<file path="src/rtl/sync_fpd.sv">
// Sequential binary32 divider: restoring division on the 24-bit significands,
// one quotient bit per cycle, truncating rounding, flush-to-zero on underflow.
module sync_fpd (
    input  logic        clk,
    input  logic        rst,
    input  logic        start,
    input  logic [31:0] A,
    input  logic [31:0] B,
    output logic        busy,
    output logic        done,
    output logic [31:0] quotient
);

    typedef enum logic [1:0] {IDLE, CALC, NORM, SPEC} state_t;

    state_t             state_q;
    logic [24:0]        rem_q, q_q;
    logic [23:0]        mb_q;
    logic [4:0]         cnt_q;
    logic               sign_q;
    logic signed [9:0]  exp_q;
    logic [31:0]        spec_q, quot_q;
    logic               done_q;

    logic [7:0]  ea, eb;
    logic [22:0] fa, fb;
    logic        nan_a, nan_b, inf_a, inf_b, zero_a, zero_b, sign_d;
    logic        is_spec_d;
    logic [31:0] spec_d;

    assign ea     = A[30:23];
    assign eb     = B[30:23];
    assign fa     = A[22:0];
    assign fb     = B[22:0];
    assign sign_d = A[31] ^ B[31];
    assign nan_a  = (ea == 8'hFF) && (fa != 23'd0);
    assign nan_b  = (eb == 8'hFF) && (fb != 23'd0);
    assign inf_a  = (ea == 8'hFF) && (fa == 23'd0);
    assign inf_b  = (eb == 8'hFF) && (fb == 23'd0);
    // Subnormal inputs count as zero.
    assign zero_a = (ea == 8'd0);
    assign zero_b = (eb == 8'd0);

    always_comb begin
        is_spec_d = 1'b1;
        spec_d    = 32'h7FC00000;
        if (nan_a || nan_b)
            spec_d = 32'h7FC00000;
        else if ((zero_a && zero_b) || (inf_a && inf_b))
            spec_d = 32'h7FC00000;
        else if (inf_a || zero_b)
            spec_d = {sign_d, 8'hFF, 23'd0};
        else if (zero_a || inf_b)
            spec_d = {sign_d, 31'd0};
        else
            is_spec_d = 1'b0;
    end

    logic        ge_d;
    logic [24:0] rem_sub_d, rem_d;

    assign ge_d      = rem_q >= {1'b0, mb_q};
    assign rem_sub_d = ge_d ? (rem_q - {1'b0, mb_q}) : rem_q;
    assign rem_d     = {rem_sub_d[23:0], 1'b0};

    logic signed [9:0] exp_adj_d;
    logic [22:0]       frac_d;
    logic [31:0]       norm_d;

    // q_q[24] is the integer bit; when clear the quotient is < 1 and shifts up one.
    always_comb begin
        exp_adj_d = q_q[24] ? exp_q : (exp_q - 10'sd1);
        frac_d    = q_q[24] ? q_q[23:1] : q_q[22:0];
        if (exp_adj_d >= 10'sd255)
            norm_d = {sign_q, 8'hFF, 23'd0};
        else if (exp_adj_d <= 10'sd0)
            norm_d = {sign_q, 31'd0};
        else
            norm_d = {sign_q, exp_adj_d[7:0], frac_d};
    end

    always_ff @(posedge clk) begin
        if (rst) begin
            state_q <= IDLE;
            rem_q   <= '0;
            q_q     <= '0;
            mb_q    <= '0;
            cnt_q   <= '0;
            sign_q  <= 1'b0;
            exp_q   <= '0;
            spec_q  <= '0;
            quot_q  <= '0;
            done_q  <= 1'b0;
        end else begin
            done_q <= 1'b0;
            case (state_q)
                IDLE: if (start) begin
                    sign_q <= sign_d;
                    spec_q <= spec_d;
                    exp_q  <= $signed({2'b00, ea}) - $signed({2'b00, eb}) + 10'sd127;
                    rem_q  <= {2'b01, fa};
                    mb_q   <= {1'b1, fb};
                    q_q    <= '0;
                    cnt_q  <= '0;
                    state_q <= is_spec_d ? SPEC : CALC;
                end
                CALC: begin
                    rem_q <= rem_d;
                    q_q   <= {q_q[23:0], ge_d};
                    cnt_q <= cnt_q + 5'd1;
                    if (cnt_q == 5'd24)
                        state_q <= NORM;
                end
                NORM: begin
                    quot_q  <= norm_d;
                    done_q  <= 1'b1;
                    state_q <= IDLE;
                end
                SPEC: begin
                    quot_q  <= spec_q;
                    done_q  <= 1'b1;
                    state_q <= IDLE;
                end
                default: state_q <= IDLE;
            endcase
        end
    end

    assign busy     = (state_q != IDLE);
    assign done     = done_q;
    assign quotient = quot_q;

endmodule

</file>
<file path="config.mk">
export PLATFORM = sky130hd
export DESIGN_NAME = sync_fpd
export DESIGN_NICKNAME = d
export VERILOG_FILES = /design/src/rtl/sync_fpd.sv
export SDC_FILE = /design/constraint.sdc
export NUM_CORES = 1
export LEC_CHECK = 0
export BUFFER_PORTS_ARGS = -buffer_cell sky130_fd_sc_hd__buf_4
export CAP_MARGIN = 15
export CORE_ASPECT_RATIO = 1.4
export CORE_MARGIN = 2
export CORE_UTILIZATION = 45
export CTS_CLUSTER_DIAMETER = 60
export DETAILED_ROUTE_END_ITERATION = 10
export PLACE_DENSITY = 0.76
export SYNTH_ARGS = -nofsm -noshare
export SYNTH_HDL_FRONTEND = slang
export SYNTH_SLANG_ARGS = --single-unit
</file>
<file path="constraint.sdc">
create_clock -name clk -period 8.8 [get_ports clk]
set_clock_uncertainty 0.2 [all_clocks]
set_input_delay 2.64 -clock clk [delete_from_list [all_inputs] [get_ports clk]]
set_output_delay 2.64 -clock clk [all_outputs]
set_load 0.05 [all_outputs]
</file>
==> results.json, run 1 <==
{
  "outcome": "complete, no violations",
  "num_io_pins": 101,
  "leakagePower_uw": 0.003583,
  "finalSetupViolCount": 0,
  "cts_num_sinks": 128,
  "syn-cell-area_sq_um": 7641,
  "hold_path_class": "reg -> reg",
  "htree_levels": 4,
  "grt_max_degree": 71,
  "fin_tns_setup_ns": 0,
  "vias": 7046,
  "slew_headroom_pct": 38.40,
  "first_pass_iters": 5,
  "crit_chain": "buf_4, inv_1, ha_1, inv_1, fa_1, a21o_1, a21oi_1, o21bai_1, a21oi_1, xnor2_1, a2111oi_0, o311ai_0, a21oi_1",
  "drive_gt1_share_pct": 17.59,
  "wl_per_cell_microns": 14.97,
  "synth_seq_cells": 128,
  "wl_met3_microns": 711,
  "final_hold_viol_count": 0,
  "cp_data_arrival_time_ns": 5.28,
  "post-route-period-util_pct": 58.30,
  "post_cts_resized": 0,
  "grt.total_usage_pct": 21.36,
  "power.total_uw": 2170,
  "seqCellArea_sq_um": 2562,
  "place_inst": 1217,
  "yosysWarningCount": 0,
  "grt_remaining_overflow": 0,
  "die_y_microns": 158.2,
  "synth.distinct_cells": 76,
  "post_cts_buffers": 0,
  "period_needed_ns": 5.130,
  "cp.buffers_inverters": 3,
  "crit_required_ns": 8.94,
  "grt_pass1_vias": 6717,
  "cpMostUsedCell": "a21oi_1",
  "maxUsedRoutingLayer": "met4",
  "worstMarginPinSlew_ns": 0.9239,
  "dp_hpwl_microns": 13350,
  "maxSlewViolCount": 0,
  "postSynthNetCount": 1075,
  "async_flop_share_pct": 0,
  "hold_buffers": 0,
  "insertion_delay_ns": 0.42,
  "portBuffers": 100,
  "fp.coreArea_sq_um": 16680,
  "maxCapViolCount": 0,
  "layout.cells.non_filler": 1249,
  "multi_input_area_sq_um": 4607,
  "seq_area_frac_synth_pct": 33.54,
  "wl_met1_microns": 7652,
  "synth_top_area_share_pct": 33.54,
  "start_util_pct": 45.82,
  "first_iter_violations": 360,
  "end_kind": "flop",
  "power_density_nw_per_um2": 236.9,
  "cts_root_buffer": "clkbuf_16",
  "fill_cells": 1565,
  "slowest_stage": "a2111oi_0",
  "synthTopCellsByArea": "dfxtp_1 34%, nand2_1 8.4%, a21oi_1 6.1%",
  "tritoncts": "built",
  "crit_fanout": 3,
  "globalplace.congestion": 0.9083,
  "netSwitchingFraction_pct": 32.85,
  "synth_edf_count": 0,
  "antennaDiodeCount": 0,
  "synthFlopType": "dfxtp_1",
  "syn_inst": 970,
  "yosysTopAreaCell": "dfxtp_1",
  "ant_nets": 0,
  "dr_wl_met2_microns": 9713,
  "fmaxAchievable_mhz": 194.9,
  "critical_path_class": "in -> reg",
  "clkTransAtPathRegs_ns": 0.06,
  "cts_made_buffers": 17,
  "vias_per_cell": 5.641,
  "rsz0062_at_grt": "false",
  "power_frac_clock_pct": 38.3,
  "worstSetupStartpointType": "primary input",
  "peakVddDrop_mv": 0.1128,
  "p_comb_share_pct": 31.4,
  "grt_pass1_wl_microns": 31410,
  "cp_top_family": "compound AO/OA/AOI/OAI gates",
  "die-area_sq_um": 18050,
  "antenna_found_initial": 0,
  "share_seq_of_total_power_pct": 30.3,
  "synth.avg_cell_area_sq_um": 7.877,
  "p_int_uw": 1458,
  "area_growth_pct": 19.88,
  "slowest_delay_ns": 0.56,
  "p_sw_uw": 712.9,
  "clock_path_buffers": 2,
  "die_width_microns": 114.1,
  "wirelength_microns": 18700,
  "nNetsFinal": 1139,
  "drc": 0,
  "fp-row-count": 56
}
power groups by stage:
| stage | Sequential [uW] | Combinational [uW] | Clock (uW) |
|---|---|---|---|
| finish | 657 | 681 | 832 |
| global route | 663 | 758 | 872 |
| CTS | 657 | 674 | 840 |
| detailed placement | 669 | 666 | 0 |
| global placement | 667 | 662 | 0 |
| floorplan | 668 | 519 | 0 |
layer usage:
layer,GRT usage (%),vias up
met5,0,-
met4,9.466,0
met3,4.058,49
met2,38.35,161
met1,24.47,3248
li1,-,3588
synth_stat cells, types with 5 or more instances:
cell       instances
a21oi_1           93
a221o_1            7
buf_1             11
ha_1              36
o21ai_0           26
xnor2_1           18
a311oi_1          12
o21ai_2           19
inv_1             56
nor3_1            18
nand3_1           37
a21o_1             9
o2111ai_1          5
xor2_1            15
dfxtp_1          128
nand2_1          170
buf_2              5
o21a_1            10
and3_1             7
a31oi_1           10
mux2i_1           31
o31ai_1            5
a211oi_1          18
nor4_1            16
nor2_1            55
clkbuf_1          43
nand4_1           11
or3_1              6
nor2b_1            6
area by class of cell:
type,count,share of cell area (%)
clock inverters,13,2.800
clock buffers,18,4.794
flip-flops and latches,128,27.97
well taps,203,2.773
multi-input cells,723,50.29
repair buffers,108,9.070
inverters,56,2.295
registers in the layout, summed over array words and instances, names as in the netlist, 2 cells and up:
register  count
q_q          25
spec_q        3
state_q       2
quotient     32
exp_q        10
rem_q        25
mb_q         24
cnt_q         5
cells by family (layout without fill, tap and decap cells):
kind of cell / after synthesis / in the layout / share of synthesized area (%)
xor+xnor: 34 / 34 / 4.143
fa+ha+maj: 38 / 38 / 6.419
compound gates: 263 / 263 / 23.69
mux: 33 / 33 / 4.356
flops: 128 / 128 / 33.54
simple gates: 355 / 355 / 21.53
buf+inv: 119 / 195 / 6.320
worst min-delay path, cell delays in order, from the launching register on:
cell and delay (ns):
dfxtp_1 0.32, nand2_1 0.04, o21ai_0 0.05
path summary, 6_finish.rpt:
| check | from | endpoint | slack, ns | depth (start not counted) |
|---|---|---|---|---|
| setup / recovery | A[23] | exp_q[9] | 3.67 | 13 |
| hold reg to reg | quotient[2] | quotient[2] | 0.25 | 2 |
| setup reg to reg | mb_q[17] | rem_q[9] | 5.19 | 10 |
| hold / removal | quotient[2] | quotient[2] | 0.25 | 2 |
through the flow:
stage	worst slack, ns	hold WS, ns	util, %	cell area [sq um]
after floorplan	3.738	0.2353	-	7641
after global placement	3.271	0.2364	50.59	8437
after detailed placement	3.253	0.2456	50.59	8437
after CTS	3.680	0.2551	54.76	9133
after global routing	3.292	0.2684	54.93	9160
final	3.670	0.2527	54.93	9160
cells in the final DEF (no fill, tap or decap), types with 7 or more instances in the layout:
cell	n
a211oi_1	18
a21o_1	9
a21oi_1	93
a221o_1	7
a311oi_1	12
a31oi_1	10
and3_1	7
buf_4	107
bufinv_16	7
clkbuf_16	17
dfxtp_1	128
ha_1	36
inv_1	56
mux2i_1	31
nand2_1	169
nand3_1	37
nand4_1	11
nor2_1	53
nor3_1	18
nor4_1	16
o21a_1	10
o21ai_0	26
o21ai_2	19
xnor2_1	18
xor2_1	15
Note: power is estimated with default switching activity, not from simulation.
==> run 2: changes to the inputs <==
- clock period: 8.8 -> 4.9 ns (I/O delays scaled with it)
==> run 2 against run 1 <==
Net effect:
- sequential share of layout area grew 0.18 points
- sequential power grew 80%
- count of clock-buffer cells in the layout grew 1
- clock power grew 62%
- die area is the same
- core utilization shrank 0.36 points
- setup slack lost 2.7 ns
- routed wire length shrank 0.64%
- power grew 73%
- largest power group unchanged
==> results.json, run 2 (synthesis gave the netlist of run 1 again) <==
{
  "p_int_uw": 2478,
  "p_comb_share_pct": 32.5,
  "insertion_delay_ns": 0.42,
  "crit_required_ns": 5.04,
  "cts_made_buffers": 17,
  "tritoncts": "built",
  "slowest_stage": "a2111oi_0",
  "vias_per_cell": 5.653,
  "multi_input_area_sq_um": 4607,
  "vias": 7072,
  "outcome": "complete, no violations",
  "final_hold_viol_count": 0,
  "antennaDiodeCount": 0,
  "post-route-period-util_pct": 80.81,
  "fill_cells": 1599,
  "slew_headroom_pct": 35.70,
  "grt_pass1_vias": 6778,
  "area_growth_pct": 19.09,
  "hold_buffers": 0,
  "drive_gt1_share_pct": 17.75,
  "fp-row-count": 56,
  "grtUsageMet3_pct": 3.484,
  "finalSetupViolCount": 0,
  "power_density_nw_per_um2": 412.3,
  "num_io_pins": 101,
  "clock_path_buffers": 2,
  "peakVddDrop_mv": 0.2939,
  "cp_data_arrival_time_ns": 4.10,
  "final_common_cell": "nand2_1",
  "end_kind": "flop",
  "nNetsFinal": 1141,
  "layout_common_cells": "169 x nand2_1, 128 x dfxtp_1, 109 x buf_4, 93 x a21oi_1, 56 x inv_1",
  "slowest_delay_ns": 0.58,
  "power.total_uw": 3752,
  "clkTransAtPathRegs_ns": 0.06,
  "die_y_microns": 158.2,
  "critical_path_class": "in -> reg",
  "post_cts_buffers": 0,
  "die_width_microns": 114.1,
  "largest_reg_flops": 32,
  "reg2reg_slack_ns": 1.36,
  "seqCellArea_sq_um": 2562,
  "maxSlewViolCount": 0,
  "p_sw_uw": 1274,
  "share_seq_of_total_power_pct": 31.4,
  "die-area_sq_um": 18050,
  "startpoint": "A[23]",
  "wl_per_cell_microns": 14.85,
  "cpMostUsedCell": "a21oi_1",
  "crit_fanout": 3,
  "worstSetupStartpointType": "primary input",
  "grt.total_usage_pct": 21.39,
  "rsz0062_at_grt": "false",
  "min_to": "quotient[9]",
  "netSwitchingFraction_pct": 33.95,
  "drc": 0,
  "grtUsageMet2_pct": 37.90,
  "htree_levels": 4,
  "hold_path_class": "reg -> reg",
  "worstMarginPinSlew_ns": 0.9634,
  "ant_nets": 0,
  "fp.coreArea_sq_um": 16680,
  "wirelength_microns": 18580,
  "min-delay-start": "quotient[9]",
  "busiest_layer": "met2",
  "period_needed_ns": 3.960,
  "power_frac_clock_pct": 36.1,
  "globalplace.congestion": 0.8990,
  "first_iter_violations": 373,
  "grt_max_degree": 63,
  "fmaxAchievable_mhz": 252.5,
  "dp_hpwl_microns": 13540,
  "portBuffers": 100,
  "crit_chain": "buf_4, inv_1, ha_1, inv_1, fa_1, a21o_1, a21oi_1, o21bai_1, a21oi_1, xnor2_1, a2111oi_0, o311ai_0, a21oi_1",
  "cts_num_sinks": 128,
  "maxCapViolCount": 0,
  "grt_remaining_overflow": 0,
  "first_pass_iters": 4,
  "worstHoldPathCells": 2,
  "r2r-start": "mb_q[17]",
  "leakagePower_uw": 0.003560,
  "r2r_end": "rem_q[22]",
  "post_cts_resized": 0,
  "antenna_found_initial": 0,
  "fin_tns_setup_ns": 0,
  "rr_worst_depth": 10,
  "start_util_pct": 45.82,
  "met1_usage_pct": 25.16,
  "grt_pass1_wl_microns": 31640,
  "cts_root_buffer": "clkbuf_16"
}
==> run 2: power by group through the flow <==
stage	Clock, uW	Sequential (uW)	Combinational (uW)
floorplan	0	1200	932
global placement	0	1200	1190
detailed placement	0	1200	1200
CTS	1370	1180	1210
global route	1430	1190	1370
finish	1350	1180	1220
==> run 2: worst max-delay path, delay by kind of cell <==
family / cells / cell delay, ns
AO/OA/AOI/OAI: 7 / 1.70
adder cells (fa/ha/maj): 2 / 0.56
XOR/XNOR: 1 / 0.15
buffers and inverters: 3 / 0.23
==> run 2: cell type report <==
type,count,area share [%]
repair buffers,110,9.157
clock inverters,12,1.980
inverters,56,2.310
clock buffers,19,4.977
flip-flops and latches,128,28.16
multi-input cells,723,50.63
well taps,203,2.791
==> run 2: worst max-delay path by stage <==
stage                    end  cells past startpoint
global placement    exp_q[9]                     13
global route        exp_q[9]                     13
floorplan           exp_q[9]                     12
CTS                 exp_q[9]                     13
detailed placement  exp_q[9]                     13
finish              exp_q[9]                     13
==> run 2: per-layer routing <==
metal  up-vias  part of all wire, %
li1       3592                    -
met1      3289                   42
met2       153                   51
met3        38                  3.1
met4         0                  3.2
met5         -                    0
==> run 2: through the flow <==
step | hold WS (ns) | cells | worst slack [ns] | area [sq um] | utilization (%)
2_1_floorplan | 0.2353 | 970 | 1.008 | 7641 | -
3_3_place_gp | 0.2354 | 1219 | 0.5940 | 8452 | 50.68
3_5_place_dp | 0.2443 | 1219 | 0.5113 | 8452 | 50.68
4_1_cts | 0.2561 | 1250 | 0.9373 | 9085 | 54.48
5_1_grt | 0.2756 | 1251 | 0.7158 | 9100 | 54.57
6_report | 0.2524 | 1251 | 0.9401 | 9100 | 54.57
